`config.mk`:
```
export PLATFORM = sky130hd
export DESIGN_NAME = cart_mem_responder
export DESIGN_NICKNAME = d
export VERILOG_FILES = /design/src/rtl/cart_mem_responder.sv
export SDC_FILE = /design/constraint.sdc
export NUM_CORES = 1
export LEC_CHECK = 0
export BUFFER_PORTS_ARGS = -buffer_cell sky130_fd_sc_hd__buf_2
export CORE_ASPECT_RATIO = 1.1
export CORE_MARGIN = 8
export CORE_UTILIZATION = 50
export DETAILED_ROUTE_END_ITERATION = 7
export PLACE_DENSITY = 0.81
export SLEW_MARGIN = 20
export SYNTH_ARGS = -nofsm -noshare
export SYNTH_HDL_FRONTEND = slang
export SYNTH_SLANG_ARGS = --single-unit
export TNS_END_PERCENT = 1
```
`constraint.sdc`:
```
create_clock -name mclk -period 2.92 [get_ports mclk]
set_input_delay 0.438 -clock mclk [delete_from_list [all_inputs] [get_ports mclk]]
set_output_delay 0.438 -clock mclk [all_outputs]
set_load 0.03 [all_outputs]
```
`src/rtl/cart_mem_responder.sv`:
```
// Cartridge mapper bus memory responder: turns ROM/BSRAM strobe accesses into
// single-outstanding req/ack transactions on a shared 16-bit backing port.
module cart_mem_responder #(
  parameter logic [24:0] BSRAM_BASE = 25'h1000000
) (
  input  logic        mclk,
  input  logic        rst,
  input  logic [23:0] rom_addr,
  input  logic [15:0] rom_d,
  input  logic        rom_ce_n,
  input  logic        rom_oe_n,
  input  logic        rom_we_n,
  input  logic        rom_word,
  output logic [15:0] rom_q,
  input  logic [19:0] bsram_addr,
  input  logic [7:0]  bsram_d,
  input  logic        bsram_ce_n,
  input  logic        bsram_oe_n,
  input  logic        bsram_we_n,
  output logic [7:0]  bsram_q,
  output logic [24:0] mem_addr,
  output logic [15:0] mem_din,
  output logic [1:0]  mem_be,
  output logic        mem_we,
  output logic        mem_req,
  input  logic        mem_ack,
  input  logic [15:0] mem_dout,
  output logic        busy
);

  typedef enum logic [1:0] {IDLE = 2'd0, REQ = 2'd1, DONE = 2'd2} state_t;

  localparam logic [1:0] SRC_BW = 2'd0;
  localparam logic [1:0] SRC_RW = 2'd1;
  localparam logic [1:0] SRC_BR = 2'd2;
  localparam logic [1:0] SRC_RR = 2'd3;

  function automatic logic [1:0] byte_be(input logic word, input logic a0);
    if (word) return 2'b11;
    else if (a0) return 2'b10;
    else return 2'b01;
  endfunction

  function automatic logic [7:0] sel_byte(input logic [15:0] d, input logic a0);
    return a0 ? d[15:8] : d[7:0];
  endfunction

  state_t      state_r, state_s;
  logic        rom_we_n_r, bsram_we_n_r;
  logic        rom_wr_pend_r, bsram_wr_pend_r;
  logic [23:0] rom_wr_addr_r;
  logic [15:0] rom_wr_d_r;
  logic        rom_wr_word_r;
  logic [19:0] bsram_wr_addr_r;
  logic [7:0]  bsram_wr_d_r;
  logic [23:0] rom_tag_r, txn_tag_r;
  logic [19:0] bsram_tag_r;
  logic        rom_tag_vld_r, bsram_tag_vld_r;
  logic [1:0]  src_r;

  logic        rom_edge_s, bsram_edge_s;
  logic        rw_req_s, bw_req_s, rr_req_s, br_req_s;
  logic [23:0] rom_rd_tag_s, rw_addr_s;
  logic [15:0] rw_d_s;
  logic        rw_word_s;
  logic [19:0] bw_addr_s;
  logic [7:0]  bw_d_s;
  logic        issue_s, done_s;
  logic [1:0]  grant_s, iss_be_s;
  logic [24:0] iss_addr_s;
  logic [15:0] iss_din_s;
  logic        iss_we_s;
  logic [23:0] iss_tag_s;

  assign rom_edge_s   = rom_we_n_r & ~rom_we_n & ~rom_ce_n;
  assign bsram_edge_s = bsram_we_n_r & ~bsram_we_n & ~bsram_ce_n;
  assign rom_rd_tag_s = {rom_addr[23:1], rom_word};
  assign rr_req_s = ~rom_ce_n & ~rom_oe_n & (~rom_tag_vld_r | (rom_tag_r != rom_rd_tag_s));
  assign br_req_s = ~bsram_ce_n & ~bsram_oe_n & (~bsram_tag_vld_r | (bsram_tag_r != bsram_addr));
  // A write edge competes in the same cycle it is seen, carrying the live bus values.
  assign rw_req_s  = rom_wr_pend_r | rom_edge_s;
  assign bw_req_s  = bsram_wr_pend_r | bsram_edge_s;
  assign rw_addr_s = rom_edge_s ? rom_addr : rom_wr_addr_r;
  assign rw_d_s    = rom_edge_s ? rom_d : rom_wr_d_r;
  assign rw_word_s = rom_edge_s ? rom_word : rom_wr_word_r;
  assign bw_addr_s = bsram_edge_s ? bsram_addr : bsram_wr_addr_r;
  assign bw_d_s    = bsram_edge_s ? bsram_d : bsram_wr_d_r;
  assign busy      = (state_r != IDLE);
  assign done_s    = (state_r == REQ) & mem_ack;

  always_ff @(posedge mclk) begin
    if (rst) state_r <= IDLE;
    else     state_r <= state_s;
  end

  always_comb begin
    state_s = state_r;
    case (state_r)
      IDLE:    if (bw_req_s | rw_req_s | br_req_s | rr_req_s) state_s = REQ; else state_s = IDLE;
      REQ:     if (mem_ack) state_s = DONE; else state_s = REQ;
      DONE:    state_s = IDLE;
      default: state_s = IDLE;
    endcase
  end

  always_comb begin
    issue_s    = 1'b0;
    grant_s    = SRC_RR;
    iss_addr_s = 25'h0000000;
    iss_din_s  = 16'h0000;
    iss_be_s   = 2'b00;
    iss_we_s   = 1'b0;
    iss_tag_s  = 24'h000000;
    if (state_r == IDLE) begin
      if (bw_req_s) begin
        issue_s    = 1'b1;
        grant_s    = SRC_BW;
        iss_addr_s = BSRAM_BASE + {5'b00000, bw_addr_s};
        iss_din_s  = {bw_d_s, bw_d_s};
        iss_be_s   = byte_be(1'b0, bw_addr_s[0]);
        iss_we_s   = 1'b1;
      end else if (rw_req_s) begin
        issue_s    = 1'b1;
        grant_s    = SRC_RW;
        iss_addr_s = {1'b0, rw_addr_s};
        iss_din_s  = rw_word_s ? rw_d_s : {rw_d_s[7:0], rw_d_s[7:0]};
        iss_be_s   = byte_be(rw_word_s, rw_addr_s[0]);
        iss_we_s   = 1'b1;
      end else if (br_req_s) begin
        issue_s    = 1'b1;
        grant_s    = SRC_BR;
        iss_addr_s = BSRAM_BASE + {5'b00000, bsram_addr};
        iss_be_s   = byte_be(1'b0, bsram_addr[0]);
        iss_tag_s  = {4'h0, bsram_addr};
      end else if (rr_req_s) begin
        issue_s    = 1'b1;
        grant_s    = SRC_RR;
        iss_addr_s = {1'b0, rom_addr};
        iss_be_s   = byte_be(rom_word, rom_addr[0]);
        iss_tag_s  = rom_rd_tag_s;
      end else begin
        issue_s = 1'b0;
      end
    end else begin
      issue_s = 1'b0;
    end
  end

  always_ff @(posedge mclk) begin
    if (rst) begin
      rom_we_n_r <= 1'b1;  bsram_we_n_r <= 1'b1;
      rom_wr_pend_r <= 1'b0;  bsram_wr_pend_r <= 1'b0;
      rom_wr_addr_r <= 24'h000000;  rom_wr_d_r <= 16'h0000;  rom_wr_word_r <= 1'b0;
      bsram_wr_addr_r <= 20'h00000;  bsram_wr_d_r <= 8'h00;
      rom_tag_r <= 24'h000000;  rom_tag_vld_r <= 1'b0;
      bsram_tag_r <= 20'h00000;  bsram_tag_vld_r <= 1'b0;
      txn_tag_r <= 24'h000000;  src_r <= SRC_BW;
      mem_addr <= 25'h0000000;  mem_din <= 16'h0000;  mem_be <= 2'b00;
      mem_we <= 1'b0;  mem_req <= 1'b0;
      rom_q <= 16'h0000;  bsram_q <= 8'h00;
    end else begin
      rom_we_n_r   <= rom_we_n;
      bsram_we_n_r <= bsram_we_n;
      mem_req      <= (state_s == REQ);
      if (rom_edge_s) begin
        rom_wr_addr_r <= rom_addr;  rom_wr_d_r <= rom_d;  rom_wr_word_r <= rom_word;
      end
      if (bsram_edge_s) begin
        bsram_wr_addr_r <= bsram_addr;  bsram_wr_d_r <= bsram_d;
      end
      // An issued write consumes both the pending flag and any edge of this cycle.
      if (issue_s && grant_s == SRC_RW) rom_wr_pend_r <= 1'b0;
      else if (rom_edge_s)              rom_wr_pend_r <= 1'b1;
      if (issue_s && grant_s == SRC_BW) bsram_wr_pend_r <= 1'b0;
      else if (bsram_edge_s)            bsram_wr_pend_r <= 1'b1;
      if (issue_s) begin
        mem_addr <= iss_addr_s;  mem_din <= iss_din_s;  mem_be <= iss_be_s;
        mem_we <= iss_we_s;  src_r <= grant_s;  txn_tag_r <= iss_tag_s;
      end
      if (done_s && src_r == SRC_RR) begin
        rom_tag_r     <= txn_tag_r;
        rom_tag_vld_r <= 1'b1;
        rom_q <= (mem_be == 2'b11) ? mem_dout : {8'h00, sel_byte(mem_dout, mem_addr[0])};
      end
      if (done_s && src_r == SRC_BR) begin
        bsram_tag_r     <= txn_tag_r[19:0];
        bsram_tag_vld_r <= 1'b1;
        bsram_q         <= sel_byte(mem_dout, mem_addr[0]);
      end
      // Writes win over a read completing in the same cycle.
      if (rom_edge_s || (done_s && src_r == SRC_RW))   rom_tag_vld_r   <= 1'b0;
      if (bsram_edge_s || (done_s && src_r == SRC_BW)) bsram_tag_vld_r <= 1'b0;
    end
  end

endmodule

```
==> run summary <==
CTS tree: done
crit start category: register
ys async rst share: 0%
# rows: 52
slew at the pin with the worst max-slew slack: 0.837 ns
Longest Clk Path Bufs: 3
Post-CTS Setup Repair Bufs: 0
core area: 18200 µm²
Post-synth top flop: dfxtp_1
Final nets: 1265
CTS buffer count: 23
Seq/Total Area, Yosys: 47.4%
1st-iter DRT viols: 538
vias per inst: 5.77
Syn-to-layout area delta: 21.5%
routed wire length: 27400 µm
syn_area_per_cell: 8.89 µm²
Final Hold Viols: 0
Routed wire per std cell: 19.1 µm
Port Buffer Count: 163
Peak supply drop: 0.000495 V
post-DP HPWL: 18800 µm
Clock Skew: 0.0210 ns
Post-Syn Nets: 1120
antenna-violating nets left: 0
Register Area: 4320 µm²
Worst Hold Class: in -> reg
Yosys top cell area share: 47.4%
WHS: 0.141 ns
clock root cell: clkbuf_16
crit path max fanout: 20
Min Clock Period, post-route: 2.61 ns
Setup-failing EPs final: 0
CP Class: reg -> reg
first-pass GRT wire length: 43900 µm
top cells by area, synth: dfxtp_1 47%, mux2i_1 7.2%, nand2_1 6.5%
clock sinks: 216
max-slew violation count: 0
Mapped Cells: 1026
DRC: 0
Final Cycle Share: 89.4%
Worst setup EP type: register
Required @ worst endpoint: 3.32 ns
Cell Pwr Density: 637 nW/µm²
#FFs+latches synth: 216
gr usage total: 24.0%
Worst slew margin: 44.1%
final instance area: 11100 µm²
TritonRoute pass-1 iters: 5
synth warn: 0
Remaining Overflow, GRT: 0
max cap viols: 0
H-tree depth: 1
full die area: 22800 µm²
RSZ-0062 raised after global routing: no
vias in the first global route: 8384
CTS clk-pin slew, worst paths: 0.06 ns
multi-input logic area: 4490 µm²
num ports: 164
share of cells above drive strength 1: 21.4%
Die H: 158 µm
die width: 145 µm
via count: 8258
Achievable Freq: 383 MHz
Syn Std Cell Area: 9130 µm²
area post-placement: 10300 µm²
Fin Setup TNS: 0 ns
Synth cell types: 47
largest net degree at the start of global routing: 66
worst skew pair latency: 0.51 ns
fill count: 1536
Post-synth EDFFs: 0
initial antenna violation count: 3
Hold Buf Count CTS: 0
largest area contributor in the netlist: dfxtp_1
outcome: finished clean
initial core utilization: 50.3%
Static Leakage: 4.31 nW
Final Wtd Congestion: 0.835
Worst EP arrival: 3.01 ns
[cell usage in the layout, fill, tap and decap left out, drive strengths merged, types with 2 or more instances in the layout]
master   instances
xnor2           25
o2bb2ai         42
a211oi          20
nor3b            4
nor3             5
dfxtp          216
bufinv           2
clkbuf          34
a211o            3
nor4             5
nand4            8
a22o             5
mux2i           66
and3             3
inv              4
o211ai           8
nand2          159
a32o            20
a221oi          19
a2111oi          2
and2             3
a22oi           19
clkinv           3
o21ai           42
buf            202
nand2b          10
a21bo            3
nor2b           21
or2              5
nand3           33
xor2            19
nor2            81
a21oi           84
[layout make-up]
type | instances | share of cell area, %
Tap cell | 243 | 2.74
Timing Repair Buffer | 202 | 10.8
Clock inverter | 6 | 0.756
Inverter | 3 | 0.102
Sequential cell | 216 | 39.0
Clock buffer | 34 | 6.02
Antenna cell | 1 | 0.0226
Multi-Input combinational cell | 725 | 40.5
[flip-flops by register name (all words and copies together) (netlist names), 2 cells and up]
register,count
bsram_wr_addr_r,20
rom_wr_d_r,16
bsram_q,8
mem_addr,25
rom_wr_addr_r,24
mem_din,16
rom_tag_r,24
state_r,2
txn_tag_r,24
mem_be,2
bsram_wr_d_r,8
rom_q,16
bsram_tag_r,20
src_r,2
[where the power goes]
part	leakage [nW]	total (mW)	switching (mW)	internal [mW]
Combinational	2.18	1.02	0.656	0.367
Sequential	1.75	3.14	0.0689	3.07
Clock	0.371	2.90	1.15	1.75
[final timing paths]
| path | from | to | slack, ns | depth (start not counted) |
|---|---|---|---|---|
| max | rom_tag_r[6] | mem_be[1] | 0.31 | 8 |
| min | bsram_we_n | bsram_we_n_r | 0.14 | 2 |
| max reg2reg | rom_tag_r[6] | mem_be[1] | 0.31 | 8 |
| min reg2reg | rom_q[10] | rom_q[10] | 0.45 | 2 |
[per-layer routing]
layer / wire length [µm] / up-vias / track usage (%)
li1: - / 3951 / -
met1: 11200 / 3943 / 28.9
met2: 13600 / 294 / 41.3
met3: 1830 / 66 / 4.31
met4: 777 / 4 / 9.42
met5: 23 / - / 0
[repair_timing]
action / 4_1_cts / 5_1_grt
resized for setup: 0 / 1
endpoints found under the hold margin: 0 / 0
setup endpoints to repair: 0 / 1
[Yosys cell counts (2+ instances only)]
cell,number
a211oi_1,20
buf_2,13
clkbuf_1,64
nand4_1,8
xnor2_1,25
a2111oi_0,2
o211ai_1,7
xor2_1,19
mux2i_1,66
a21oi_1,83
a32o_1,20
a22o_1,5
buf_1,5
nor2_1,81
a221oi_1,19
dfxtp_1,216
nand2_1,159
nor3b_1,4
and2_1,3
inv_1,3
o2bb2ai_1,42
o21ai_0,41
a22oi_1,19
a21bo_2,3
nand3_1,33
a211o_1,3
nand2b_1,10
nor3_1,5
or2_2,5
and3_1,3
nor4_1,4
nor2b_1,21
[kinds of logic after synthesis]
| kind of cell | after synthesis | synth area share [%] |
|---|---|---|
| mux | 66 | 7.24 |
| compound gates | 273 | 20.9 |
| xor+xnor | 44 | 4.22 |
| flops | 216 | 47.4 |
| simple gates | 342 | 16.6 |
| buf+inv | 85 | 3.67 |
[worst max-delay path, stage by stage (launching register included)]
cell,delay (ns)
dfxtp_1,0.32
xnor2_1,0.25
nand4_1,0.12
or4_1,0.54
nor4_2,0.40
o211ai_2,0.19
buf_4,0.26
and3_1,0.20
a32o_1,0.22
[through the flow]
step           util (%)  setup WS (ns)  cells  power (mW)
6_report           61.1          0.309   1430        7.06
5_1_grt            61.1          0.156   1430        7.32
4_1_cts            61.0          0.293   1429        7.11
3_5_place_dp       56.9         0.0669   1389        4.22
3_3_place_gp       56.9         0.0885   1389        4.19
2_1_floorplan         -          0.462   1026        3.82
No activity file was read; power rests on OpenSTA's default activity.
